[config.mk]
export PLATFORM = sky130hd
export DESIGN_NAME = arbiter_sync_rr_flat
export DESIGN_NICKNAME = d
export VERILOG_FILES = /design/src/rtl/arbiter_pkg.sv /design/src/rtl/arbiter_sync_rr_if.sv /design/src/rtl/arbiter_rr_pick.sv /design/src/rtl/arbiter_sync_rr.sv /design/src/flat_wrapper.sv
export SDC_FILE = /design/constraint.sdc
export NUM_CORES = 1
export LEC_CHECK = 0
export CAP_MARGIN = 20
export CORE_MARGIN = 3
export CORE_UTILIZATION = 27
export CTS_CLUSTER_SIZE = 30
export DETAILED_ROUTE_END_ITERATION = 16
export PLACE_DENSITY = 0.77
export RECOVER_POWER = 100
export SYNTH_ARGS = -nofsm -noshare
export SYNTH_HDL_FRONTEND = slang
export SYNTH_HIERARCHICAL = 1
export SYNTH_SLANG_ARGS = --single-unit
[constraint.sdc]
create_clock -name clkSYS -period 1.6 [get_ports clkSYS]
set_input_delay 0.32 -clock clkSYS [delete_from_list [all_inputs] [get_ports clkSYS]]
set_output_delay 0.32 -clock clkSYS [all_outputs]
set_load 0.05 [all_outputs]
[src/rtl/arbiter_pkg.sv]
// Shared types and helpers for the synchronous client arbiters.
package arbiter_pkg;

  localparam int unsigned ARB_PRI = 0;
  localparam int unsigned ARB_RR  = 1;

  typedef enum logic {
    IDLE  = 1'b0,
    GRANT = 1'b1
  } arb_state_e;

  // Index width that never collapses to zero for tiny counts.
  function automatic int unsigned idx_w(input int unsigned n);
    return (n <= 2) ? 1 : $clog2(n);
  endfunction

endpackage

[src/rtl/arbiter_sync_rr_if.sv]
// Client-side and memory-side signal bundle for arbiter_sync_rr.
interface arbiter_sync_rr_if
  import arbiter_pkg::*;
#(
  parameter int unsigned AN = 24,
  parameter int unsigned DN = 16,
  parameter int unsigned CN = 4
);
  localparam int unsigned CW = idx_w(CN);

  logic [CN-1:0]         req;
  logic [CN-1:0]         wr;
  logic [CN-1:0][AN-1:0] addr;
  logic [CN-1:0][DN-1:0] data;
  logic [CN-1:0]         ack;
  logic [DN-1:0]         rdata;
  logic [CN-1:0]         valid;

  logic                  m_req;
  logic                  m_wr;
  logic [AN-1:0]         m_addr;
  logic [DN-1:0]         m_data;
  logic [CW-1:0]         m_id;
  logic                  m_ack;
  logic [DN-1:0]         m_rdata;
  logic [CW-1:0]         m_rid;
  logic                  m_valid;

  // Arbiter view.
  modport master (
    input  req, wr, addr, data, m_ack, m_rdata, m_rid, m_valid,
    output ack, rdata, valid, m_req, m_wr, m_addr, m_data, m_id
  );

  // Environment view: clients plus memory controller.
  modport slave (
    output req, wr, addr, data, m_ack, m_rdata, m_rid, m_valid,
    input  ack, rdata, valid, m_req, m_wr, m_addr, m_data, m_id
  );

endinterface

[src/rtl/arbiter_rr_pick.sv]
// Combinational winner selection: fixed priority or round-robin after a pointer.
module arbiter_rr_pick
  import arbiter_pkg::*;
#(
  parameter int unsigned CN = 4,
  localparam int unsigned CW = idx_w(CN)
) (
  input  logic [CN-1:0] req,
  input  logic [CW-1:0] ptr,
  input  logic          mode,
  output logic [CW-1:0] win,
  output logic          any
);

  // Scan from the far end so the nearest candidate is assigned last.
  always_comb begin
    win = '0;
    any = |req;
    if (mode) begin
      for (int i = int'(CN); i >= 1; i--) begin
        if (req[(int'(ptr) + i) % int'(CN)]) begin
          win = CW'((int'(ptr) + i) % int'(CN));
        end
      end
    end else begin
      for (int i = int'(CN) - 1; i >= 0; i--) begin
        if (req[i]) begin
          win = CW'(i);
        end
      end
    end
  end

endmodule

[src/rtl/arbiter_sync_rr.sv]
// CN-client memory arbiter with fixed/round-robin selection, burst lock and
// read-data routing by returned client index.
module arbiter_sync_rr
  import arbiter_pkg::*;
#(
  parameter int unsigned AN   = 24,
  parameter int unsigned DN   = 16,
  parameter int unsigned CN   = 4,
  parameter int unsigned MODE = 0,
  parameter int unsigned LOCK = 8
) (
  input  logic              clkSYS,
  input  logic              reset,
  arbiter_sync_rr_if.master bus
);

  localparam int unsigned CW  = idx_w(CN);
  localparam int unsigned CTW = idx_w(LOCK + 1);
  localparam logic [CTW-1:0] CNT_LAST = CTW'((LOCK == 0) ? 0 : LOCK - 1);
  localparam logic MODE_RR = (MODE == ARB_RR);

  arb_state_e    state_q, state_d;
  logic [CW-1:0] gnt_q, gnt_d;
  logic [CW-1:0] ptr_q, ptr_d;
  logic [CTW-1:0] cnt_q, cnt_d;
  logic [DN-1:0] rdata_q, rdata_d;
  logic [CN-1:0] valid_q, valid_d;

  logic [CW-1:0] win_c;
  logic          any_c;
  logic          hold_c;
  logic [CN-1:0] ack_c;
  logic          m_req_c;
  logic          m_wr_c;
  logic [AN-1:0] m_addr_c;
  logic [DN-1:0] m_data_c;
  logic [CW-1:0] m_id_c;

  arbiter_rr_pick #(.CN(CN)) u_pick (
    .req  (bus.req),
    .ptr  (ptr_q),
    .mode (MODE_RR),
    .win  (win_c),
    .any  (any_c)
  );

  // Grant FSM and the memory-port mux driven from the held grant.
  always_comb begin
    state_d  = state_q;
    gnt_d    = gnt_q;
    ptr_d    = ptr_q;
    cnt_d    = cnt_q;
    hold_c   = 1'b0;
    ack_c    = '0;
    m_req_c  = 1'b0;
    m_wr_c   = 1'b0;
    m_addr_c = '0;
    m_data_c = '0;
    m_id_c   = '0;
    unique case (state_q)
      IDLE: begin
        if (any_c) begin
          state_d = GRANT;
          gnt_d   = win_c;
          ptr_d   = win_c;
        end
      end
      GRANT: begin
        hold_c        = bus.req[gnt_q];
        m_req_c       = hold_c;
        m_wr_c        = bus.wr[gnt_q];
        m_addr_c      = bus.addr[gnt_q];
        m_data_c      = bus.data[gnt_q];
        m_id_c        = gnt_q;
        ack_c[gnt_q]  = bus.m_ack & hold_c;
        if (!hold_c) begin
          state_d = IDLE;
          cnt_d   = '0;
        end else if (bus.m_ack) begin
          if ((LOCK != 0) && (cnt_q == CNT_LAST)) begin
            state_d = IDLE;
            cnt_d   = '0;
          end else begin
            cnt_d = cnt_q + CTW'(1);
          end
        end
      end
      default: state_d = IDLE;
    endcase
  end

  // Read return is independent of the grant state.
  always_comb begin
    rdata_d = rdata_q;
    valid_d = '0;
    if (bus.m_valid) begin
      rdata_d = bus.m_rdata;
      for (int i = 0; i < int'(CN); i++) begin
        if (bus.m_rid == CW'(i)) begin
          valid_d[i] = 1'b1;
        end
      end
    end
  end

  always_ff @(posedge clkSYS or posedge reset) begin
    if (reset) begin
      state_q <= IDLE;
      gnt_q   <= '0;
      ptr_q   <= CW'(CN - 1);
      cnt_q   <= '0;
      rdata_q <= '0;
      valid_q <= '0;
    end else begin
      state_q <= state_d;
      gnt_q   <= gnt_d;
      ptr_q   <= ptr_d;
      cnt_q   <= cnt_d;
      rdata_q <= rdata_d;
      valid_q <= valid_d;
    end
  end

  assign bus.ack    = ack_c;
  assign bus.m_req  = m_req_c;
  assign bus.m_wr   = m_wr_c;
  assign bus.m_addr = m_addr_c;
  assign bus.m_data = m_data_c;
  assign bus.m_id   = m_id_c;
  assign bus.rdata  = rdata_q;
  assign bus.valid  = valid_q;

endmodule

[src/flat_wrapper.sv]
// flat-port wrapper written by rule: the top's interface ports become plain ports
module arbiter_sync_rr_flat import arbiter_pkg::*;
#(
  parameter int unsigned AN   = 24,
  parameter int unsigned DN   = 16,
  parameter int unsigned CN   = 4,
  parameter int unsigned MODE = 0,
  parameter int unsigned LOCK = 8
)
  (clkSYS, reset, bus_req, bus_wr, bus_addr, bus_data, bus_m_ack, bus_m_rdata, bus_m_rid, bus_m_valid, bus_ack, bus_rdata, bus_valid, bus_m_req, bus_m_wr, bus_m_addr, bus_m_data, bus_m_id);
  arbiter_sync_rr_if #(.AN(AN), .DN(DN), .CN(CN)) bus_i ();
  input  logic clkSYS;
  input  logic reset;
  input wire logic [$bits(bus_i.req)-1:0] bus_req;
  input wire logic [$bits(bus_i.wr)-1:0] bus_wr;
  input wire logic [$bits(bus_i.addr)-1:0] bus_addr;
  input wire logic [$bits(bus_i.data)-1:0] bus_data;
  input wire logic [$bits(bus_i.m_ack)-1:0] bus_m_ack;
  input wire logic [$bits(bus_i.m_rdata)-1:0] bus_m_rdata;
  input wire logic [$bits(bus_i.m_rid)-1:0] bus_m_rid;
  input wire logic [$bits(bus_i.m_valid)-1:0] bus_m_valid;
  output wire logic [$bits(bus_i.ack)-1:0] bus_ack;
  output wire logic [$bits(bus_i.rdata)-1:0] bus_rdata;
  output wire logic [$bits(bus_i.valid)-1:0] bus_valid;
  output wire logic [$bits(bus_i.m_req)-1:0] bus_m_req;
  output wire logic [$bits(bus_i.m_wr)-1:0] bus_m_wr;
  output wire logic [$bits(bus_i.m_addr)-1:0] bus_m_addr;
  output wire logic [$bits(bus_i.m_data)-1:0] bus_m_data;
  output wire logic [$bits(bus_i.m_id)-1:0] bus_m_id;
  assign bus_i.req = bus_req;
  assign bus_i.wr = bus_wr;
  assign bus_i.addr = bus_addr;
  assign bus_i.data = bus_data;
  assign bus_i.m_ack = bus_m_ack;
  assign bus_i.m_rdata = bus_m_rdata;
  assign bus_i.m_rid = bus_m_rid;
  assign bus_i.m_valid = bus_m_valid;
  assign bus_ack = bus_i.ack;
  assign bus_rdata = bus_i.rdata;
  assign bus_valid = bus_i.valid;
  assign bus_m_req = bus_i.m_req;
  assign bus_m_wr = bus_i.m_wr;
  assign bus_m_addr = bus_i.m_addr;
  assign bus_m_data = bus_i.m_data;
  assign bus_m_id = bus_i.m_id;
  arbiter_sync_rr #(.AN(AN), .DN(DN), .CN(CN), .MODE(MODE), .LOCK(LOCK)) u_core (.clkSYS(clkSYS), .reset(reset), .bus(bus_i));
endmodule
Yosys cells after proc, flatten, opt, wreduce, memory -nomap -nowiden
Index checks and enable logic that the tools add are counted. Widths: inputs -> output; s select.

Flip-flop bits (word level): 27. Bits of input ports: 190.

Order comparisons: 2. Muxes and demuxes: 33. Reduce and logical (&&, ||, !) cells: 5. Equal/unequal tests: 5. $add $sub $neg: 1. Bitwise logic cells: 3.

Operators with widths (number): $bmux 24 s2 (1); $mux 24 (2); $bmux 16 s2 (1); $mux 16 (2); $mux 4 (5); $mux 1 (13); $mux 2 (5); $add 4x1->4 const B (1); $and 4x4->4 (1); $bmux 1 s2 (2); $eq 2x2->1 const B (2); $eq 4x3->1 const B (1); $reduce_and 2->1 (2); $reduce_or 4->1 (1); $lt 2x3->1 const B (1); $demux 1 s2 (1); $eq 2x1->1 const B (1); $ge 2x1->1 const B (1); $logic_not 2->1 (1); $ne 2x2->1 const B (1); $pmux 1 s2 (1); $and 1x1->1 (1); $logic_and 1x1->1 (1); $not 1->1 (1).

Logic depth before layout (Yosys ltp)
Gate-level depths: netlist of the first run.

Depth in word-level cells: 6. Mapped depth: 5. Gate-level depth less buffers: 5.

Cells and area by module
Netlist of the first run, hierarchy kept.

By module, submodules not included: arbiter_sync_rr (cells an instance 196, area an instance 2528.7 µm², instances 1, seq. area each 728.2 µm²); arbiter_rr_pick (cells an instance 15, area an instance 97.6 µm², instances 1, seq. area each 0.0 µm²).

Least setup slack after synthesis of the first run
OpenSTA, ideal clock, no wires.

Path kind: flip-flop to output port. Start: register u_core.gnt_q[1]. End: output port bus_ack[0]. Stages on the path, launching flop included: 5. Arrival time: 2457 ps. Path buffers: 3. Setup slack: -1177 ps. Cell sequence: dfrtp_1 > buf_2 > buf_2 > buf_2 > nor4b_1.

Cells in the longest elaborated chain, start to end: 6. Elaborated cells on any way between the ends: 10. Those cells by class: order compare: 2; mux: 5; bitwise: 2; reduce/logical: 1.

Ends and longest elaborated chain: from (decl) (RTL line arbiter_sync_rr.sv:23) `logic [CW-1:0] gnt_q, gnt_d;`; from (signal assigned) (RTL line arbiter_sync_rr.sv:116) `gnt_q <= gnt_d;`; $lt 2x3->1 (implied by the code) or $ge 2x1->1 (tied branches) (RTL line arbiter_sync_rr.sv:75) `ack_c[gnt_q] = bus.m_ack & hold_c;`; $logic_and 1x1->1 (implied by the code) (RTL line arbiter_sync_rr.sv:75); $mux 1 (implied by the code) (RTL line arbiter_sync_rr.sv:75); $demux 1 s2; $and 4x4->4 (no line) *; $mux 4 * (RTL line arbiter_sync_rr.sv:60) `unique case (state_q)`; to (decl) (RTL line flat_wrapper.sv:22) `output wire logic [$bits(bus_i.ack)-1:0] bus_ack;`.

Mark *: on every way between the ends. The rest lies on a longest branch, timed or not. The select of a mux whose other input is x is not followed.

Worst setup path in the final report of the first run
Start: register u_core.gnt_q[0]. End: output port bus_m_addr[13].

Cells in the longest elaborated chain, start to end: 3.

Ends and longest elaborated chain: $bmux 24 s2 (RTL line arbiter_sync_rr.sv:72) `m_addr_c = bus.addr[gnt_q];`; $mux 24 (implied by the code) (RTL line arbiter_sync_rr.sv:72); $mux 24 (RTL line arbiter_sync_rr.sv:60); to (decl) (RTL line flat_wrapper.sv:27) `output wire logic [$bits(bus_i.m_addr)-1:0] bus_m_addr;`.

Every way passes these cells. The select of a mux whose other input is x is not followed.

==> impl_metrics.sql, run 1 <==
INSERT INTO impl_metrics (metric_group, metric, value, unit) VALUES
('clock_tree', 'cts_max_level', '2', ''),
('timing', 'setup-tns-final', '-23.46', 'ns'),
('logic_synthesis', 'synthesis.area_per_instance', '12.45', 'um2'),
('power', 'worst_ir_drop_vdd', '0.7231', 'mV'),
('drt', 'drt-total-wl', '12260', 'um'),
('logic_synthesis', 'combinational_family_with_the_most_area_after_synthesis', 'multiplexers', ''),
('clock_tree', 'cts.sink_count', '29', ''),
('cells_and_area', 'final_net_count', '679', ''),
('worst_hold_path', 'hold-path-endpoint', 'u_core/ptr_q[1]$_DFFE_PP1P_', ''),
('cells_and_area', 'syn_to_final_growth', '129.2', '%'),
('timing', 'clock-skew-final', '0.003762', 'ns'),
('power', 'areal_power_density_over_the_cells', '1744', 'nW/um2'),
('timing', 'max-slew-margin-rel', '51.74', '%'),
('setup_path', 'critPathSlowestCell', 'mux4_2', ''),
('logic_synthesis', 'synth_top_area_share', '36.02', '%'),
('cells_and_area', 'final_cell_mix', '183 x clkdlybuf4s50_1, 43 x and2_4, 42 x mux4_2', ''),
('setup_path', 'cp_cell_sequence', 'buf_6, buf_12, mux4_2, and2_4, buf_6', ''),
('timing', 'post-route-worst-setup-slack', '-0.5816', 'ns'),
('placed_design', 'detailedPlacementHpwl', '9953', 'um'),
('setup_path', 'reg2regPathDepth', '5', ''),
('drt', 'drc', '0', ''),
('timing', 'timing.final.setup_violations', '51', ''),
('logic_synthesis', 'yosys.area_share.xor_xnor', '0.3335', '%'),
('logic_synthesis', 'post-synth-top-area-cell', 'mux4_2', ''),
('drt', 'vias', '2975', ''),
('logic_synthesis', 'synthesized_area_fraction_occupied_by_adder_cells', '0.4764', '%'),
('timing', 'worst_tran_pin_value', '0.7239', 'ns'),
('setup_path', 'crit-reg2reg-capture', 'u_core/cnt_q[3]$_DFFE_PP0P_', ''),
('drt', 'final_antenna_net_count', '0', ''),
('floorplanning', 'dieHeight', '104.6', 'um'),
('floorplanning', 'floorplan.initialDensity', '28.16', '%'),
('power', 'power.static_leakage', '2.489', 'nW'),
('setup_path', 'number_of_buffer_and_inverter_stages_on_the_critical_path', '3', ''),
('logic_synthesis', 'yosysUniqueCellTypes', '40', ''),
('clock_tree', 'path_clk_slew', '0.07', 'ns'),
('cells_and_area', 'layout_commonest_cell', 'clkdlybuf4s50_1', ''),
('timing', 'final_min_period_over_clock_period', '136.4', '%'),
('global_routing', 'grt_util_all_layers', '22.02', '%'),
('status', 'violations', 'setup timing', ''),
('timing', 'rsz0062_at_grt', 'yes', ''),
('placed_design', 'io_buffers', '257', ''),
('placed_design', 'routabilityCongestion', '0.9038', ''),
('status', 'status', 'finished, violations left', ''),
('drt', 'firstDrtPassIters', '4', ''),
('floorplanning', 'floorplan.rows', '35', ''),
('drt', 'avgViaCountPerCell', '4.814', ''),
('logic_synthesis', 'fraction_of_synthesized_area_in_multiplexers', '43.64', '%'),
('global_routing', 'grt_pass1_wl', '18960', 'um'),
('global_routing', 'grt_max_degree', '33', ''),
('floorplanning', 'die_width', '104.6', 'um'),
('setup_path', 'worstPathArrival', '1.86', 'ns'),
('logic_synthesis', 'ys_top_cells_by_area', 'mux4_2 36%, dfrtp_1 26%, and2_1 10%', ''),
('setup_path', 'cpPeakStageDelay', '0.51', 'ns'),
('cells_and_area', 'antenna_cells', '0', ''),
('timing', 'number_of_failing_hold_endpoints_at_the_final_stage', '0', ''),
('setup_path', 'timing.critical_path.fanout_max', '5', ''),
('logic_synthesis', 'post_synth_inst_count', '211', ''),
('floorplanning', 'design.die.area', '10950', 'um2'),
('worst_hold_path', 'count_of_cells_along_the_worst_hold_path', '2', ''),
('cells_and_area', 'sequential_cell_area', '732.0', 'um2'),
('clock_tree', 'cts_tree', 'built', ''),
('setup_path', 'regToRegSetupSlack', '-0.29', 'ns'),
('floorplanning', 'i_o_pin_count', '258', ''),
('cells_and_area', 'multi_input_comb_area', '1969', 'um2'),
('job', 'timing.max_cap.violations', '0', ''),
('logic_synthesis', 'synthesis.yosys.warnings', '6', ''),
('logic_synthesis', 'synth.ff_latch_count', '29', ''),
('drt', 'drt-initial-drc-count', '87', ''),
('floorplanning', 'core_area', '9328', 'um2'),
('power', 'total_power', '10.50', 'mW'),
('cells_and_area', 'drive_above_1_share', '45.19', '%');
-- per-stage QoR --
stage	instances	hold WS (ns)	util, %	worst slack, ns	cell area, um2
floorplan	214	0.3859	-	-0.1691	2848
global placement	599	0.4603	60.79	-0.3529	5670
detailed placement	599	0.4716	60.79	-0.3891	5670
CTS	615	0.4031	64.65	-0.5938	6031
global route	618	0.5059	64.53	-0.6383	6020
finish	618	0.4806	64.53	-0.5816	6020
-- cell families after synthesis --
group,after synthesis
and+or+nand+nor,84
other,1
buffers and inverters,21
xor gates and xnor gates,1
adders and majority gates,1
AOI/OAI and AO/OA,14
muxes,60
DFF,29
-- state kept, by name (all words and copies together) (netlist names) --
name / flops
u_core/bus.rdata: 16
u_core/bus.valid: 4
u_core/cnt_q: 4
u_core/gnt_q: 2
u_core/ptr_q: 2
u_core/state_q: 1
-- synth_stat cells --
master	number
and2_1	44
mux4_2	42
dfrtp_1	27
nand2_1	17
mux2_2	16
clkbuf_1	9
buf_2	4
buf_6	4
nand2b_1	4
nor2b_1	4
a22o_1	3
inv_1	3
nor3b_1	3
dfstp_2	2
mux2i_1	2
nor2_1	2
o221ai_1	2
a21bo_2	1
a21boi_0	1
a21o_1	1
a21oi_1	1
a31oi_1	1
a32o_1	1
and3_1	1
and3_4	1
and3b_1	1
buf_4	1
conb_1	1
ha_1	1
nand3_1	1
nand3b_1	1
nand4b_1	1
nor3_1	1
nor4b_1	1
o211a_1	1
o22a_1	1
o22ai_1	1
or2_2	1
or4_1	1
xnor2_1	1
-- worst max-delay path by stage --
| stage | to | start | depth (start not counted) |
|---|---|---|---|
| after floorplan | bus_m_addr[0] | u_core/gnt_q[0]$_DFFE_PP0P_ | 4 |
| after global placement | bus_m_req | bus_req[3] | 4 |
| after detailed placement | u_core/cnt_q[3]$_DFFE_PP0P_ | bus_req[3] | 5 |
| after CTS | bus_m_addr[5] | u_core/gnt_q[0]$_DFFE_PP0P_ | 5 |
| after global routing | bus_m_addr[17] | u_core/gnt_q[0]$_DFFE_PP0P_ | 5 |
| final | bus_m_addr[13] | u_core/gnt_q[0]$_DFFE_PP0P_ | 5 |
-- area by class of cell --
cell class	count	area share, %
inverter	3	0.1871
tap	129	2.681
timing repair buffer	285	50.74
sequential	29	12.16
clock buffer	5	1.143
multi-input combinational	164	32.72
clock inverter	3	0.3741
-- layer usage --
metal	track usage, %	vias to the layer above	part of all wire [%]
li1	-	1353	-
met1	23.34	1462	35
met2	41.61	144	55
met3	7.412	16	8.1
met4	5.530	0	1.8
met5	0	-	0
-- where the power goes --
part	switching [mW]	leakage, nW	internal [mW]	total [mW]
Sequential	0.159	0.349	0.887	1.05
Combinational	4.43	2.10	4.42	8.85
Clock	0.298	0.0364	0.304	0.602
Total	4.88	2.49	5.61	10.5
-- worst min-delay path: cells and delay by family, from the launching register on --
kind | cells | cell delay, ns
and+or+nand+nor | 2 | 0.10
DFF | 1 | 0.38
-- timing repair --
action,CTS,global route
pin swaps,3,0
cloned,3,0
hold buffers,0,0
buffers inserted,5,3
setup endpoints to repair,52,56
gates resized for setup,48,11
(Power assumes the default switching activity.)
==> run 2: changes to the inputs <==
Settings changed: ABC_AREA from default to 1, CORE_UTILIZATION 27 to 31, GPL_TIMING_DRIVEN from default to 0, PLACE_DENSITY 0.77 to 0.8.
==> run 2 against run 1 <==
Compared with the run above: the flow still finishes with violations (setup timing); via count rose by 61%; global-route usage rose by 4.4 points; area after synthesis rose by 23%; synthesized cell count rose by 120%; register-to-register slack improved by 0.47 ns; worst hold slack got worse by 0.093 ns; final cell count rose by 42%; largest cell class unchanged.
==> impl_metrics.sql, run 2 <==
INSERT INTO impl_metrics (metric_group, metric, value, unit) VALUES
('status', 'status', 'finished, violations left', ''),
('status', 'violations', 'setup timing', ''),
('power', 'worst_ir_drop_vdd', '0.9451', 'mV'),
('timing', 'rsz0062_at_grt', 'yes', ''),
('placed_design', 'routabilityCongestion', '0.8229', ''),
('logic_synthesis', 'post_synth_inst_count', '462', ''),
('timing', 'period_minus_slack', '2.027', 'ns'),
('placed_design', 'io_buffers', '256', ''),
('worst_hold_path', 'hold_path.class', 'in2reg', ''),
('power', 'cell_internal_pwr', '6.001', 'mW'),
('power', 'areal_power_density_over_the_cells', '1770', 'nW/um2'),
('clock_tree', 'cts_tree', 'built', ''),
('drt', 'vias', '4790', ''),
('floorplanning', 'i_o_pin_count', '258', ''),
('placed_design', 'place_inst', '852', ''),
('cells_and_area', 'fillCellCount', '666', ''),
('setup_path', 'cpPeakStageDelay', '0.37', 'ns'),
('logic_synthesis', 'ys_top_cells_by_area', 'nand3_1 27%, dfrtp_1 21%, a41oi_2 15%', ''),
('clock_tree', 'ctsLongestPathBuffers', '2', ''),
('clock_tree', 'cts.sink_count', '29', ''),
('timing', 'post-route-worst-setup-slack', '-0.4271', 'ns'),
('logic_synthesis', 'synthesis.yosys.warnings', '6', ''),
('global_routing', 'initial_antenna_violation_count', '0', ''),
('placed_design', 'dpl_cell_area', '6745', 'um2'),
('logic_synthesis', 'combinational_family_with_the_most_area_after_synthesis', 'simple AND/OR/NAND/NOR gates', ''),
('timing', 'max-slew-margin-rel', '64.52', '%'),
('clock_tree', 'number_of_buffers_inserted_for_hold_repair_after_clock_tree_synthesis', '0', ''),
('logic_synthesis', 'synthesis.area_per_instance', '6.968', 'um2'),
('power', 'power.static_leakage', '2.959', 'nW'),
('timing', 'slew_viol_final', '0', ''),
('clock_tree', 'cts_buffers', '5', ''),
('logic_synthesis', 'syn_area', '3219', 'um2'),
('logic_synthesis', 'fraction_of_synthesized_area_in_multiplexers', '0', '%'),
('timing', 'clock-skew-final', '0.001855', 'ns'),
('setup_path', 'critPathSlowestCell', 'dfrtp_1', ''),
('drt', 'avgViaCountPerCell', '5.468', ''),
('cells_and_area', 'final_cell_mix', '183 x clkdlybuf4s50_1, 119 x nand3_1, 96 x nand2_1', ''),
('floorplanning', 'die_width', '107.9', 'um'),
('logic_synthesis', 'synth.ff_latch_count', '29', ''),
('setup_path', 'timing.critical_path.fanout_max', '10', ''),
('job', 'timing.max_cap.violations', '0', ''),
('power', 'power.share.clock', '4.2', '%'),
('clock_tree', 'worstSkewPairLatency', '0.28', 'ns'),
('logic_synthesis', 'synthTopCellsByCount', '174 x nand3_1, 100 x nand2_1, 30 x a41oi_2', ''),
('cells_and_area', 'final_net_count', '933', ''),
('setup_path', 'worst-endpoint-required', '1.28', 'ns'),
('logic_synthesis', 'synthesized_area_fraction_occupied_by_adder_cells', '0.3887', '%'),
('power', 'net-switching-power', '7.408', 'mW'),
('setup_path', 'critical_path.startpoint_type', 'flop', ''),
('logic_synthesis', 'number_of_enable_type_register_cells_in_the_synthesized_netlist', '0', ''),
('global_routing', 'grt_util_all_layers', '26.38', '%'),
('global_routing', 'grt_remaining_overflow', '0', ''),
('logic_synthesis', 'synth_async_sr_flop_share', '100.0', '%'),
('clock_tree', 'clock-root-buffer', 'clkbuf_8', ''),
('floorplanning', 'floorplan.rows', '36', ''),
('setup_path', 'number_of_buffer_and_inverter_stages_on_the_critical_path', '4', ''),
('logic_synthesis', 'synth_seq_area_share', '22.62', '%'),
('global_routing', 'via_count_of_the_first_global_routing_pass', '4698', ''),
('drt', 'drt-initial-drc-count', '310', ''),
('setup_path', 'worstPathArrival', '1.71', 'ns'),
('drt', 'final_antenna_net_count', '0', ''),
('cells_and_area', 'finish.cell_count_without_fillers', '876', ''),
('setup_path', 'critPathMostFrequentCell', 'buf_6', ''),
('logic_synthesis', 'synthMostInstantiatedCell', 'nand3_1', ''),
('setup_path', 'worstSetupEndpointType', 'primary output', ''),
('timing', 'timing.fmax', '493.3', 'MHz'),
('power', 'combPwrFrac', '88.4', '%'),
('floorplanning', 'design.die.area', '11640', 'um2'),
('global_routing', 'grt_max_degree', '30', ''),
('placed_design', 'dp_slack', '-1.103', 'ns'),
('global_routing', 'grt_pass1_wl', '24670', 'um'),
('cells_and_area', 'drive_above_1_share', '33.11', '%'),
('timing', 'timing.final.setup_violations', '48', ''),
('power', 'sequential_power_share', '7.4', '%'),
('setup_path', 'path_class', 'reg2out', ''),
('floorplanning', 'floorplan.initialDensity', '32.34', '%'),
('cells_and_area', 'layout_commonest_cell', 'clkdlybuf4s50_1', ''),
('floorplanning', 'dieHeight', '107.9', 'um'),
('cells_and_area', 'multi_input_comb_area', '3063', 'um2'),
('logic_synthesis', 'post-synth-top-area-cell', 'nand3_1', ''),
('cells_and_area', 'largest_register_ffs', '16', ''),
('clock_tree', 'path_clk_slew', '0.06', 'ns'),
('clock_tree', 'cts_max_level', '2', ''),
('timing', 'final_min_period_over_clock_period', '126.7', '%'),
('timing', 'worst_tran_pin_value', '0.5343', 'ns'),
('power', 'total_power', '13.41', 'mW'),
('timing', 'number_of_failing_hold_endpoints_at_the_final_stage', '0', ''),
('floorplanning', 'core_area', '9955', 'um2'),
('logic_synthesis', 'synth_flop_cell', 'dfrtp_1', ''),
('setup_path', 'worst_path_dominant_cell_family', 'buffers and inverters', ''),
('setup_path', 'cp_cell_sequence', 'buf_6, inv_8, buf_4, nand3_1, a41oi_4, buf_6', ''),
('placed_design', 'detailedPlacementHpwl', '12860', 'um'),
('drt', 'route.detailed.wl_per_inst', '20.44', 'um'),
('logic_synthesis', 'yosys.area_share.xor_xnor', '0.2721', '%'),
('logic_synthesis', 'synth-compound-area-share', '19.20', '%'),
('logic_synthesis', 'yosysUniqueCellTypes', '31', ''),
('logic_synthesis', 'synth_top_area_share', '27.05', '%'),
('cells_and_area', 'sequential_cell_area', '729.5', 'um2'),
('cells_and_area', 'antenna_cells', '0', ''),
('cells_and_area', 'layout.cell_area.non_filler', '7575', 'um2'),
('logic_synthesis', 'post_synth_simple_gate_area', '46.37', '%'),
('drt', 'firstDrtPassIters', '6', ''),
('cells_and_area', 'syn_to_final_growth', '135.3', '%'),
('drt', 'drc', '0', ''),
('power', 'switching_part_of_the_total', '55.24', '%'),
('drt', 'drt-total-wl', '17910', 'um');
run 2: cell types whose count changed after synthesis, sizes merged, moves of 9 or more:
cell	before	now
nor2	2	11
inv	3	21
nand3	1	175
and2	44	1
mux2	16	0
nand2	17	116
a41oi	0	41
mux4	42	0
buf	9	36
run 2: repair_timing:
| item | CTS | global route |
|---|---|---|
| pin swaps | 6 | 3 |
| resized for setup | 439 | 30 |
| cloned | 2 | 6 |
| setup endpoints to repair | 68 | 48 |
| setup buffers | 4 | 3 |
run 2: path summary, 6_finish.rpt:
path                                             startpoint                                to  slack, ns  cells after the start
max                             u_core/gnt_q[0]$_DFFE_PP0P_                    bus_m_addr[20]      -0.43                      6
min                                             bus_m_valid  u_core/bus.rdata[11]$_DFFE_PP0P_       0.39                      3
max reg2reg                     u_core/gnt_q[1]$_DFFE_PP0P_       u_core/cnt_q[3]$_DFFE_PP0P_       0.18                      8
min reg2reg                u_core/bus.rdata[10]$_DFFE_PP0P_  u_core/bus.rdata[10]$_DFFE_PP0P_       0.47                      2
max in group asynchronous                             reset     u_core/bus.valid[1]$_DFF_PP0_       0.35                      3
min in group asynchronous                             reset   u_core/bus.rdata[5]$_DFFE_PP0P_       0.45                      2
run 2: per-stage QoR:
step	utilization (%)	hold slack, ns	TNS, ns
2_1_floorplan	-	0.3908	-1.006
3_3_place_gp	67.76	0.4551	-38.90
3_5_place_dp	67.76	0.4607	-41.20
4_1_cts	72.81	0.3337	-15.31
5_1_grt	76.09	0.4175	-18.60
6_report	76.09	0.3879	-15.66
run 2: cell families (layout without fill, tap and decap cells):
group,count (synthesis),in the layout
and+or+nand+nor,314,314
buffers and inverters,69,349
AOI/OAI and AO/OA,47,47
DFF,29,29
adders and majority gates,1,1
other,1,2
xor gates and xnor gates,1,1
run 2: worst register-to-register path, cell delays in order, from the launching register on:
cell      delay, ns
dfrtp_2        0.44
clkinv_4       0.11
buf_4          0.14
nand2_1        0.10
nand2_4        0.09
buf_4          0.15
buf_4          0.13
nand4_1        0.08
nand2_1        0.06
run 2: layout make-up:
cell class,count,area share (%)
clock buffers,6,0.9580
flip-flops and latches,29,9.630
multi-input cells,365,40.44
plain buffers,47,7.351
clock inverters,2,0.1321
inverters,22,1.338
well taps,133,2.197
repair buffers,272,37.96
run 2: metal layers:
layer  global-route usage, %  routed length, um  share of wire [%]  vias to the layer above
met5                       0                  0                  0                        -
met4                   8.566                769                4.3                        0
met3                   6.539               1409                7.9                       53
met2                   48.71               9277                 52                      240
met1                   29.49               6448                 36                     2285
li1                        -                  -                  -                     2212
run 2: power groups by stage:
| stage | Sequential [mW] | Combinational (mW) | Clock [mW] |
|---|---|---|---|
| CTS | 0.989 | 11.1 | 0.582 |
| global placement | 0.982 | 9.81 | 0 |
| finish | 0.990 | 11.9 | 0.563 |
| detailed placement | 0.991 | 9.94 | 0 |
| global route | 1.00 | 12.3 | 0.609 |
| floorplan | 1.11 | 7.04 | 0 |
==> run 3: changes to the inputs <==
Settings changed: CORE_UTILIZATION 31 to 37, CTS_CLUSTER_SIZE 30 to default, PLACE_DENSITY 0.8 to 0.89.
Clock period 1.6 ns to 2.5 ns, I/O delays scaled along.
==> run 3 against run 2 <==
Compared with the run above: the flow now finishes without violations; largest power group unchanged; worst hold slack better by 0.079 ns; clock power down 35%; power down 54%; critical path depth down 1; combinational power down 57%; sequential share of layout area up 2.9 points; final area down 23%; highest routed layer unchanged; first-iteration DRC count down 13%; clock-buffer cell count up 1; sequential power down 37%; critical path type unchanged; wire length down 10%.
==> impl_metrics.sql, run 3 (synthesis results as in run 2) <==
INSERT INTO impl_metrics (metric_group, metric, value, unit) VALUES
('setup_path', 'worst_path_dominant_cell_family', 'buffers and inverters', ''),
('global_routing', 'via_count_of_the_first_global_routing_pass', '4751', ''),
('clock_tree', 'clock-root-buffer', 'clkbuf_8', ''),
('power', 'sequential_power_share', '10.2', '%'),
('drt', 'drt-total-wl', '16110', 'um'),
('worst_hold_path', 'hold_path.class', 'reg2reg', ''),
('timing', 'clock-skew-final', '0.004980', 'ns'),
('drt', 'route.detailed.wl_per_inst', '19.34', 'um'),
('drt', 'final_antenna_net_count', '0', ''),
('clock_tree', 'cts_max_level', '2', ''),
('drt', 'avgViaCountPerCell', '5.687', ''),
('setup_path', 'critPathSlowestCell', 'clkdlybuf4s15_1', ''),
('clock_tree', 'path_clk_slew', '0.06', 'ns'),
('placed_design', 'routabilityCongestion', '1.025', ''),
('clock_tree', 'worstSkewPairLatency', '0.28', 'ns'),
('timing', 'worst_tran_pin_value', '1.029', 'ns'),
('setup_path', 'number_of_buffer_and_inverter_stages_on_the_critical_path', '3', ''),
('floorplanning', 'core_area', '8341', 'um2'),
('setup_path', 'worst-endpoint-required', '2.00', 'ns'),
('placed_design', 'detailedPlacementHpwl', '12770', 'um'),
('drt', 'firstDrtPassIters', '5', ''),
('floorplanning', 'die_width', '99.28', 'um'),
('setup_path', 'timing.critical_path.fanout_max', '10', ''),
('timing', 'final_min_period_over_clock_period', '96.73', '%'),
('cells_and_area', 'antenna_cells', '0', ''),
('global_routing', 'initial_antenna_violation_count', '0', ''),
('power', 'switching_part_of_the_total', '63.26', '%'),
('setup_path', 'regToRegSetupSlack', '1.20', 'ns'),
('global_routing', 'grt_util_all_layers', '30.75', '%'),
('timing', 'period_minus_slack', '2.418', 'ns'),
('clock_tree', 'cts.sink_count', '29', ''),
('status', 'status', 'finished clean', ''),
('floorplanning', 'i_o_pin_count', '258', ''),
('clock_tree', 'cts_tree', 'built', ''),
('setup_path', 'cpPeakStageDelay', '0.55', 'ns'),
('worst_hold_path', 'count_of_cells_along_the_worst_hold_path', '2', ''),
('global_routing', 'grt_pass1_wl', '24560', 'um'),
('floorplanning', 'floorplan.initialDensity', '38.60', '%'),
('cells_and_area', 'final_cell_mix', '185 x clkdlybuf4s50_1, 174 x nand3_1, 100 x nand2_1', ''),
('clock_tree', 'ctsLongestPathBuffers', '2', ''),
('worst_hold_path', 'hold-path-endpoint', 'u_core/bus.rdata[9]$_DFFE_PP0P_', ''),
('clock_tree', 'number_of_buffers_inserted_for_hold_repair_after_clock_tree_synthesis', '0', ''),
('timing', 'number_of_failing_hold_endpoints_at_the_final_stage', '0', ''),
('setup_path', 'crit-reg2reg-capture', 'u_core/cnt_q[2]$_DFFE_PP0P_', ''),
('setup_path', 'reg2regPathDepth', '10', ''),
('timing', 'timing.final.setup_violations', '0', ''),
('timing', 'timing.fmax', '413.5', 'MHz'),
('floorplanning', 'dieHeight', '99.28', 'um'),
('global_routing', 'grt_max_degree', '30', ''),
('worst_hold_path', 'hold_path.startpoint', 'u_core/bus.rdata[9]$_DFFE_PP0P_', ''),
('drt', 'drc', '0', ''),
('setup_path', 'worstPathArrival', '1.92', 'ns'),
('floorplanning', 'floorplan.rows', '33', ''),
('cells_and_area', 'final_net_count', '918', ''),
('power', 'worst_ir_drop_vdd', '0.5151', 'mV'),
('timing', 'slew_viol_final', '0', ''),
('timing', 'max-slew-margin-rel', '31.41', '%'),
('cells_and_area', 'final_util', '69.80', '%'),
('timing', 'rsz0062_at_grt', 'no', ''),
('setup_path', 'critical_path.startpoint_type', 'flop', ''),
('setup_path', 'worstSetupEndpointType', 'primary output', ''),
('placed_design', 'io_buffers', '256', ''),
('setup_path', 'cp_cell_sequence', 'buf_6, buf_4, nand3_1, a41oi_1, clkdlybuf4s15_1', ''),
('cells_and_area', 'syn_to_final_growth', '80.84', '%'),
('clock_tree', 'cts_buffers', '5', ''),
('setup_path', 'timing.rr.start', 'u_core/gnt_q[0]$_DFFE_PP0P_', ''),
('power', 'cell_internal_pwr', '2.245', 'mW'),
('power', 'net-switching-power', '3.866', 'mW'),
('setup_path', 'path_class', 'reg2out', ''),
('drt', 'vias', '4737', ''),
('power', 'power.share.clock', '6.0', '%'),
('cells_and_area', 'layout_commonest_cell', 'clkdlybuf4s50_1', ''),
('power', 'areal_power_density_over_the_cells', '1050', 'nW/um2'),
('power', 'power.static_leakage', '2.440', 'nW'),
('timing', 'setup-tns-final', '0', 'ns'),
('cells_and_area', 'largest_register_ffs', '16', ''),
('job', 'timing.max_cap.violations', '0', ''),
('cells_and_area', 'drive_above_1_share', '19.92', '%'),
('setup_path', 'critical_path_cell_count', '5', ''),
('power', 'combPwrFrac', '83.8', '%'),
('clock_tree', 'postCtsSetupBuffers', '0', ''),
('drt', 'drt-initial-drc-count', '271', ''),
('global_routing', 'grt_remaining_overflow', '0', ''),
('floorplanning', 'design.die.area', '9857', 'um2');
## run 3: cell types whose count changed in the layout (fill, tap and decap cells not counted), moves of 8 or more
cell	previous run	this run
a41oi_1	0	11
a41oi_2	0	30
a41oi_4	41	0
buf_12	10	0
buf_2	4	28
buf_6	57	5
clkbuf_2	2	36
dlygate4sd2_1	23	2
dlygate4sd3_1	1	21
nand3_1	119	174
nand3_2	48	1
nand3_4	8	0
## run 3: timing repair
item,in CTS,in global routing
pin swaps,0,0
endpoints found under the setup margin,48,42
resized for setup,154,84
cloned,0,0
## run 3: layout make-up
class | instances | area, um2
inverters | 22 | 90.09
multi-input cells | 365 | 2140
repair buffers | 257 | 2384
flip-flops and latches | 29 | 728.2
well taps | 105 | 131.4
fillers | 715 | 2519
plain buffers | 47 | 267.8
clock inverters | 1 | 5.005
clock buffers | 7 | 76.32
## run 3: metal layers
layer | global-route usage [%] | vias to the layer above | part of all wire (%)
met1 | 35.54 | 2231 | 36
li1 | - | 2177 | -
met3 | 7.644 | 55 | 11
met2 | 52.32 | 274 | 48
met4 | 16.18 | 0 | 5.4
met5 | 0 | - | 0
## run 3: worst max-delay path by stage
stage / to / startpoint / slack, ns
after floorplan: bus_m_data[10] / u_core/gnt_q[0]$_DFFE_PP0P_ / 0.25
after global placement: bus_ack[0] / bus_req[3] / -0.46
after detailed placement: bus_ack[3] / bus_req[2] / -0.51
after CTS: bus_m_data[15] / u_core/state_q$_DFF_PP0_ / 0.0005
after global routing: bus_ack[0] / bus_req[3] / 0.001
final: bus_m_wr / u_core/gnt_q[1]$_DFFE_PP0P_ / 0.08
## run 3: through the flow
stage,cells,hold slack (ns),setup WS (ns),area (um2),total power [mW]
6_report,833,0.4670,0.08164,5822,6.111
5_1_grt,833,0.5040,0.001421,5822,6.415
4_1_cts,832,0.4737,0.0005012,6018,6.280
3_5_place_dp,824,0.4600,-0.5085,5917,6.030
3_3_place_gp,824,0.4540,-0.4647,5917,5.932
2_1_floorplan,463,0.4547,0.2458,3223,4.261
## run 3: tightest hold or removal path, stage by stage, from the launching register on
cell	delay, ns
dfrtp_1	0.34
nand2_1	0.05
nand2_1	0.04
## run 3: power groups by stage
stage	clock, mW	sequential (mW)	combinational (mW)
after floorplan	0	0.709	3.55
after global placement	0	0.628	5.30
after detailed placement	0	0.633	5.40
after CTS	0.376	0.625	5.28
after global routing	0.389	0.635	5.39
final	0.366	0.626	5.12
